## config.mk

```make
export PLATFORM = sky130hd
export DESIGN_NAME = code_serializer_flat
export DESIGN_NICKNAME = d
export VERILOG_FILES = /design/src/rtl/code_serializer_pkg.sv /design/src/rtl/code_serializer_if.sv /design/src/rtl/code_serializer_btn_debounce.sv /design/src/rtl/code_serializer.sv /design/src/flat_wrapper.sv
export SDC_FILE = /design/constraint.sdc
export NUM_CORES = 1
export LEC_CHECK = 0
export ABC_AREA = 0
export CAP_MARGIN = 20
export CORE_AREA = 2 2 49 51
export CTS_BUF_LIST = sky130_fd_sc_hd__clkbuf_2 sky130_fd_sc_hd__clkbuf_4 sky130_fd_sc_hd__clkbuf_8
export DETAILED_ROUTE_END_ITERATION = 16
export DIE_AREA = 0 0 51 53
export DONT_BUFFER_PORTS = 1
export HOLD_SLACK_MARGIN = 0.08
export PLACE_DENSITY_LB_ADDON = 0.12
export SLEW_MARGIN = 10
export SYNTH_ARGS = -nofsm -noshare
export SYNTH_HDL_FRONTEND = slang
export SYNTH_SLANG_ARGS = --single-unit
```

## constraint.sdc

```tcl
create_clock -name clk -period 2.7 [get_ports clk]
set_input_delay 0.405 -clock clk [delete_from_list [all_inputs] [get_ports clk]]
set_output_delay 0.405 -clock clk [all_outputs]
set_load 0.01 [all_outputs]
```

## src/rtl/code_serializer_pkg.sv

```systemverilog
// ---------------------------------------------------------------------------
// code_serializer_pkg
// Shared constants for the combination-lock entry stage.
//   - Default code width, debounce length and guard length. The downstream
//     detector imports the same defaults so both ends agree on code width.
//   - FSM state encodings for the serializer.
// ---------------------------------------------------------------------------
package code_serializer_pkg;

    localparam int CODE_W_DEF          = 4;
    localparam int DEBOUNCE_CYCLES_DEF = 16;
    localparam int GUARD_BITS_DEF      = 2;

    // Serializer FSM encodings. Any other value recovers to IDLE.
    localparam logic [1:0] ST_IDLE  = 2'b00;
    localparam logic [1:0] ST_SHIFT = 2'b01;
    localparam logic [1:0] ST_GUARD = 2'b10;

endpackage

```

## src/rtl/code_serializer_if.sv

```systemverilog
// ---------------------------------------------------------------------------
// code_serializer_if
// Groups the user-facing and detector-facing signals of the serializer.
//   btn_raw    : raw "send" button (bouncing, asynchronous)
//   code_sw    : code switches, CODE_W bits
//   x_out      : serial code bit to the detector
//   busy       : frame (code plus guard) in flight
//   frame_done : one-cycle pulse on the last guard-bit cycle
// Modports: master drives button/switches, slave is the serializer.
// ---------------------------------------------------------------------------
interface code_serializer_if
    import code_serializer_pkg::*;
#(
    parameter int CODE_W = CODE_W_DEF
);
    logic              btn_raw;
    logic [CODE_W-1:0] code_sw;
    logic              x_out;
    logic              busy;
    logic              frame_done;

    modport master (
        output btn_raw,
        output code_sw,
        input  x_out,
        input  busy,
        input  frame_done
    );

    modport slave (
        input  btn_raw,
        input  code_sw,
        output x_out,
        output busy,
        output frame_done
    );
endinterface

```

## src/rtl/code_serializer_btn_debounce.sv

```systemverilog
// ---------------------------------------------------------------------------
// btn_debounce
// Synchronizes and debounces a raw push-button and emits a single-cycle
// `press` pulse on each accepted 0->1 change of the debounced level.
//   clk     : system clock
//   reset   : asynchronous, active-high reset
//   btn_raw : raw asynchronous button
//   press   : one-cycle pulse, 2+DEBOUNCE_CYCLES clocks after btn_raw is
//             first sampled high (if it stays high)
// ---------------------------------------------------------------------------
module btn_debounce #(
    parameter int DEBOUNCE_CYCLES = 16
) (
    input  logic clk,
    input  logic reset,
    input  logic btn_raw,
    output logic press
);

    // Counter only has to hold 0..DEBOUNCE_CYCLES-1.
    localparam int CNT_W = $clog2(DEBOUNCE_CYCLES);

    logic             sync1_q;
    logic             sync2_q;
    logic             stable_q;
    logic             stable_d;
    logic             stable_prev_q;
    logic             press_q;
    logic [CNT_W-1:0] cnt_q;
    logic [CNT_W-1:0] cnt_d;

    // Count consecutive samples disagreeing with the stable level; the
    // DEBOUNCE_CYCLES-th such sample flips the level.
    always_comb begin
        // NOTE: every variable gets a default first so no path leaves it unassigned (no latch).
        cnt_d    = '0;
        stable_d = stable_q;
        if (sync2_q != stable_q) begin
            if (cnt_q == CNT_W'(DEBOUNCE_CYCLES - 1)) begin
                stable_d = sync2_q;
            end else begin
                cnt_d = cnt_q + 1'b1;
            end
        end
    end

    always_ff @(posedge clk or posedge reset) begin
        if (reset) begin
            sync1_q       <= 1'b0;
            sync2_q       <= 1'b0;
            stable_q      <= 1'b0;
            stable_prev_q <= 1'b0;
            press_q       <= 1'b0;
            cnt_q         <= '0;
        end else begin
            // NOTE: non-blocking assignments so every flop samples pre-edge values.
            sync1_q       <= btn_raw;
            sync2_q       <= sync1_q;
            stable_q      <= stable_d;
            stable_prev_q <= stable_q;
            press_q       <= stable_q & ~stable_prev_q;
            cnt_q         <= cnt_d;
        end
    end

    assign press = press_q;

endmodule

```

## src/rtl/code_serializer.sv

```systemverilog
// ---------------------------------------------------------------------------
// code_serializer
// Converts the code on the switches into a bit-serial frame on x_out when
// the debounced "send" button is pressed: CODE_W bits MSB-first followed by
// GUARD_BITS forced zeros. x_out idles low between frames.
//   clk   : system clock
//   reset : asynchronous, active-high reset
//   bus   : code_serializer_if.slave (btn_raw, code_sw in; x_out, busy,
//           frame_done out, all outputs registered)
// ---------------------------------------------------------------------------
module code_serializer
    import code_serializer_pkg::*;
#(
    parameter int CODE_W          = CODE_W_DEF,
    parameter int DEBOUNCE_CYCLES = DEBOUNCE_CYCLES_DEF,
    parameter int GUARD_BITS      = GUARD_BITS_DEF
) (
    input  logic             clk,
    input  logic             reset,
    code_serializer_if.slave bus
);

    localparam int BIT_W = (CODE_W > 1) ? $clog2(CODE_W) : 1;
    localparam int GRD_W = $clog2(GUARD_BITS + 1);

    logic              press;

    logic [1:0]        state_q;
    logic [1:0]        state_d;
    logic [CODE_W-1:0] shift_q;
    logic [CODE_W-1:0] shift_d;
    logic [BIT_W-1:0]  bit_cnt_q;
    logic [BIT_W-1:0]  bit_cnt_d;
    logic [GRD_W-1:0]  guard_cnt_q;
    logic [GRD_W-1:0]  guard_cnt_d;
    logic              x_out_q;
    logic              x_out_d;
    logic              busy_q;
    logic              busy_d;
    logic              frame_done_q;
    logic              frame_done_d;

    btn_debounce #(
        .DEBOUNCE_CYCLES (DEBOUNCE_CYCLES)
    ) u_btn_debounce (
        .clk     (clk),
        .reset   (reset),
        .btn_raw (bus.btn_raw),
        .press   (press)
    );

    always_comb begin
        state_d     = state_q;
        shift_d     = shift_q;
        bit_cnt_d   = bit_cnt_q;
        guard_cnt_d = guard_cnt_q;

        case (state_q)
            ST_IDLE: begin
                // Presses seen in any other state are simply dropped.
                if (press) begin
                    shift_d     = bus.code_sw;
                    bit_cnt_d   = '0;
                    guard_cnt_d = '0;
                    state_d     = ST_SHIFT;
                end
            end
            ST_SHIFT: begin
                if (bit_cnt_q == BIT_W'(CODE_W - 1)) begin
                    guard_cnt_d = '0;
                    state_d     = ST_GUARD;
                end else begin
                    bit_cnt_d = bit_cnt_q + 1'b1;
                    shift_d   = shift_q << 1;
                end
            end
            ST_GUARD: begin
                if (guard_cnt_q == GRD_W'(GUARD_BITS - 1)) begin
                    state_d = ST_IDLE;
                end else begin
                    guard_cnt_d = guard_cnt_q + 1'b1;
                end
            end
            default: begin
                state_d = ST_IDLE;
            end
        endcase

        // Outputs are decoded from the next state and registered, so they
        // line up with the state that is current once the edge has passed.
        x_out_d      = (state_d == ST_SHIFT) & shift_d[CODE_W-1];
        busy_d       = (state_d == ST_SHIFT) | (state_d == ST_GUARD);
        frame_done_d = (state_d == ST_GUARD) &
                       (guard_cnt_d == GRD_W'(GUARD_BITS - 1));
    end

    always_ff @(posedge clk or posedge reset) begin
        if (reset) begin
            state_q      <= ST_IDLE;
            shift_q      <= '0;
            bit_cnt_q    <= '0;
            guard_cnt_q  <= '0;
            x_out_q      <= 1'b0;
            busy_q       <= 1'b0;
            frame_done_q <= 1'b0;
        end else begin
            state_q      <= state_d;
            shift_q      <= shift_d;
            bit_cnt_q    <= bit_cnt_d;
            guard_cnt_q  <= guard_cnt_d;
            x_out_q      <= x_out_d;
            busy_q       <= busy_d;
            frame_done_q <= frame_done_d;
        end
    end

    assign bus.x_out      = x_out_q;
    assign bus.busy       = busy_q;
    assign bus.frame_done = frame_done_q;

endmodule

```

## src/flat_wrapper.sv

```systemverilog
// flat-port wrapper written by rule: the top's interface ports become plain ports
module code_serializer_flat import code_serializer_pkg::*;
#(
    parameter int CODE_W          = CODE_W_DEF,
    parameter int DEBOUNCE_CYCLES = DEBOUNCE_CYCLES_DEF,
    parameter int GUARD_BITS      = GUARD_BITS_DEF
)
  (clk, reset, bus_btn_raw, bus_code_sw, bus_x_out, bus_busy, bus_frame_done);
  code_serializer_if #(.CODE_W(CODE_W)) bus_i ();
  input  logic clk;
  input  logic reset;
  input wire logic [$bits(bus_i.btn_raw)-1:0] bus_btn_raw;
  input wire logic [$bits(bus_i.code_sw)-1:0] bus_code_sw;
  output wire logic [$bits(bus_i.x_out)-1:0] bus_x_out;
  output wire logic [$bits(bus_i.busy)-1:0] bus_busy;
  output wire logic [$bits(bus_i.frame_done)-1:0] bus_frame_done;
  assign bus_i.btn_raw = bus_btn_raw;
  assign bus_i.code_sw = bus_code_sw;
  assign bus_x_out = bus_i.x_out;
  assign bus_busy = bus_i.busy;
  assign bus_frame_done = bus_i.frame_done;
  code_serializer #(.CODE_W(CODE_W), .DEBOUNCE_CYCLES(DEBOUNCE_CYCLES), .GUARD_BITS(GUARD_BITS)) u_core (.clk(clk), .reset(reset), .bus(bus_i));
endmodule
```

Word level (Yosys, flattened, before mapping)
Index checks and enable logic that the tools add are counted.

storage, ports and cells
  register bits = 22
  output and inout bits = 3
  logic and storage cells = 53

cells by class
  add/sub/neg operators = 3
  equal/unequal tests = 11
  mux-type cells = 16
  bitwise logic cells = 5
  reductions and logical operators = 4

operators by type and width
  operator               count
  $mux W2                8
  $mux W4                4
  $pmux W2 S3            2
  $eq A2 B1 Y1 const B   4
  $pmux W4 S2            1
  $eq A2 B2 Y1 const B   3
  $add A2 B1 Y2 const B  2
  $add A4 B1 Y4 const B  1
  $eq A4 B4 Y1 const B   1
  $ne A2 B2 Y1 const B   2
  $pmux W2 S2            1
  $and A1 B1 Y1          3
  $reduce_and A3 Y1      1
  $logic_not A2 Y1       1
  $reduce_and A2 Y1      1
  $reduce_bool A2 Y1     1
  $ne A1 B1 Y1           1
  $not A1 Y1             1
  $or A1 B1 Y1           1

Logic depth before layout (Yosys ltp)
  depth in word-level cells = 5
  gate-level depth with buffers = 6

Hierarchy
A second synthesis with hierarchy kept.

unflattened totals
  cells, all modules = 77
  area total of the unflattened synthesis = 989.7 sq um

modules (own cells, without submodules)
  module           instances  cells each  area each (sq um)
  code_serializer  1          55          658.1
  btn_debounce     1          22          331.6

Worst setup path before layout
Ideal clock, no wire load.

  path type = register to register
  from = register u_core.bit_cnt_q[0]
  to = register u_core.x_out_q (netlist: u_core.bus.x_out)
  setup time = 119 ps
  arrival time = 1336 ps
  slack = 1245 ps
  stages on the path, launching flop included = 6
  path buffers = 0
  clock period less this slack = 1455 ps
  path through = dfrtp_1 ha_1 nor3b_4 nor2_4 a21o_1 and2_1

RTL lines
  what                    RTL line                text
  start, declared         code_serializer.sv:32   logic [BIT_W-1:0] bit_cnt_q;
  start signal, assigned  code_serializer.sv:109  bit_cnt_q <= bit_cnt_d;
  $eq A2 B2 Y1            code_serializer.sv:69   if (bit_cnt_q == BIT_W'(CODE_W - 1)) begin
  $mux W4                 code_serializer.sv:69
  $pmux W4 S2             code_serializer.sv:58   case (state_q)
  via u_core.shift_d[3]   code_serializer.sv:31   logic [CODE_W-1:0] shift_d;
  $and A1 B1 Y1           code_serializer.sv:91   x_out_d = (state_d == ST_SHIFT) & shift_d[CODE_W-1];
  via u_core.x_out_d      code_serializer.sv:37   logic x_out_d;
  end signal, assigned    code_serializer.sv:111  x_out_q <= x_out_d;
  end, declared           code_serializer.sv:36   logic x_out_q;

The timed path passes the listed nets, and every way through them passes these cells. The select of a mux whose other input is x is not followed.
A chain may end at the register's enable or synchronous reset.

Worst setup path after layout
Same ends and word-level chain as after synthesis.

==> impl_metrics.env <==
export IMPL_syn_area_um2=921
export IMPL_period_share_pct=58.0
export IMPL_route_detailed_drc=0
export IMPL_hold_path_class="in -> reg"
export IMPL_rows=17
export IMPL_regArea_um2=551
export IMPL_worst_slew_pin_slew_ns=0.809
export IMPL_path_class="reg -> reg"
export IMPL_io_buffers=0
export IMPL_r2r_cells=5
export IMPL_cts_tree="yes"
export IMPL_postRouteAntennaNets=0
export IMPL_finalWirelength_um=1290
export IMPL_place_area_um2=956
export IMPL_rsz0062_at_grt="no"
export IMPL_post_drt_via_cell_ratio=4.88
export IMPL_synth_nets=84
export IMPL_maxUsedRoutingLayer="met4"
export IMPL_crit_arrival_ns=1.77
export IMPL_hold_viol_final=0
export IMPL_ys_seq_area_share_pct=59.8
export IMPL_cts_root_buf="clkbuf_4"
export IMPL_layout_min_cycle_time_ns=1.57
export IMPL_vias=512
export IMPL_dpl_hpwl_um=922
export IMPL_grt_max_degree=23
export IMPL_ctsHtreeMaxLevel=1
export IMPL_core_area_um2=2150
export IMPL_fin_cells=105
export IMPL_status="completed"
export IMPL_drive_gt1_share_pct=13.0
export IMPL_overflow=0
export IMPL_antenna_found_initial=0
export IMPL_drtIter0Drc=3
export IMPL_multi_input_area_um2=348
export IMPL_fin_util_pct=46.2
export IMPL_postCtsSetupBuffers=0
export IMPL_clock_skew_ns=0.00555
export IMPL_fmax_ghz=0.639
export IMPL_grt_pass1_vias=507
export IMPL_hold_buffers=0
export IMPL_boundaryPins=10
export IMPL_ys_types=25
export IMPL_cts_sinks=22
export IMPL_holdWs_ns=0.122
export IMPL_critPathCaptureType="flop"
export IMPL_worstPathMaxFanout=8
export IMPL_grt_first_pass_wirelength_um=2240
export IMPL_fin_setup_tns_ns=0
export IMPL_die_area_um2=2700
export IMPL_cp_required_ns=2.91
export IMPL_num_antenna_cells=0
export IMPL_ff2ff_setup_slack_ns=1.13
export IMPL_r2r_start="u_core.bit_cnt_q[0]"
export IMPL_regToRegEndpoint="u_core.bus.x_out"
export IMPL_drv_cap=0
export IMPL_ys_ff_latch=22
export IMPL_fp_dieH_um=53
export IMPL_cts_path_max_buffers=2
export IMPL_drv_slew=0
export IMPL_maxSlewHeadroom_pct=46.0
export IMPL_hold_end="u_core.u_btn_debounce.sync1_q"
export IMPL_hold_start="bus_btn_raw"
export IMPL_wl_per_cell_um=12.2
export IMPL_start_kind="flop"
export IMPL_start_util_pct=42.9
export IMPL_peakVddDrop_mv=0.423
export IMPL_syn_avg_cell_area_um2=12.6
export IMPL_final_cell_mix="22 x dfrtp_1, 7 x nand2_1, 6 x inv_1"
export IMPL_postSynthCellCount=73
export IMPL_nNetsFinal=89
export IMPL_fillCellCount=200
export IMPL_clkTransAtPathRegs_ns=0.12
export IMPL_dpl_cell_count=101
export IMPL_met1_length_um=627
export IMPL_power_density_nw_per_um2=588
export IMPL_setup_viol=0
export IMPL_mostFrequentLayoutCell="dfrtp_1"
export IMPL_first_pass_iters=3
export IMPL_grt_util_all_layers_pct=11.8
export IMPL_cts_resized=0
export IMPL_wl_met2_um=612
export IMPL_gp_congestion=0.681
export IMPL_min_path_cells=0
export IMPL_worstSkewPairLatency_ns=0.30
export IMPL_die_x_um=51
export IMPL_p_leak_nw=0.501
export IMPL_final_cell_area_um2=992
export IMPL_area_growth_pct=7.74
export IMPL_yosys_warnings=0
export IMPL_met3RoutedLength_um=36
export IMPL_cts_buffers=3
## metrics by stage
stage	setup WS (ns)	power, mW
CTS	1.12	0.594
global route	1.04	0.616
detailed placement	1.14	0.415
floorplan	1.25	0.405
global placement	1.16	0.414
finish	1.13	0.584
## how the worst max path moves through the flow
stage | start | endpoint | slack, ns | depth (start not counted)
after CTS | u_core.bit_cnt_q[0] | u_core.bus.x_out | 1.12 | 5
after detailed placement | u_core.bit_cnt_q[0] | u_core.bus.x_out | 1.14 | 5
after global routing | u_core.bit_cnt_q[0] | u_core.bus.x_out | 1.04 | 5
after floorplan | u_core.bit_cnt_q[0] | u_core.bus.x_out | 1.25 | 5
after global placement | u_core.bit_cnt_q[0] | u_core.bus.x_out | 1.16 | 5
final | u_core.bit_cnt_q[0] | u_core.bus.x_out | 1.13 | 5
## where the power goes
group | internal, mW | leakage, nW | switching, mW
clock | 0.0822 | 0.0210 | 0.0937
sequential | 0.353 | 0.290 | 0.0137
combinational | 0.0199 | 0.190 | 0.0212
total | 0.455 | 0.501 | 0.129
## synthesized netlist by cell type (all sizes together)
library cell  number  share of area (%)
a21o               1               0.82
a21oi              4                2.2
a22o               3                2.9
a22oi              3                2.4
a311oi             2                2.6
and2               1               0.68
and2b              1               0.82
dfrtp             22                 60
ha                 4                5.4
inv                6                2.4
mux2               2                2.4
nand2              7                2.9
nand2b             2                1.4
nand3              1               0.54
nand4b             1               0.95
nor2               3                2.0
nor2b              3                2.0
nor3b              2                3.4
o211a              1                1.1
o21a               1               0.82
o21ai              1               0.54
xnor2              2                1.9
## sequential cells by signal, indices dropped and copies added (netlist names), 2 cells and up
name,count
u_core.shift_q,4
u_core.u_btn_debounce.cnt_q,4
u_core.bit_cnt_q,2
u_core.guard_cnt_q,2
u_core.state_q,2
## worst max-delay path, stage by stage (launching register included)
cell and delay [ns]:
dfrtp_1 0.40, ha_1 0.25, nor3b_4 0.35, nor2_4 0.12, a21o_1 0.20, and2_1 0.15
## final cells by class
class                           instances  area share [%]
Multi-Input combinational cell         45            35.1
Inverter                                6            2.27
Tap cell                               28            3.53
Sequential cell                        22            55.5
Clock buffer                            4            3.66
## per-layer routing
layer  up-vias  track usage, %
met4         0            4.05
met1       245            14.0
li1        260               -
met3         2            5.08
met2         5            19.0
met5         -               0
## logic make-up (layout without fill, tap and decap cells)
group / after synthesis / in the layout / share of synthesized area, %
xor gates and xnor gates: 2 / 2 / 1.90
buffers and inverters: 6 / 10 / 2.45
and+or+nand+nor: 21 / 21 / 14.7
muxes: 2 / 2 / 2.45
adders and majority gates: 4 / 4 / 5.43
AOI/OAI and AO/OA: 16 / 16 / 13.3
DFF: 22 / 22 / 59.8
Note: power is estimated with default switching activity, not from simulation.
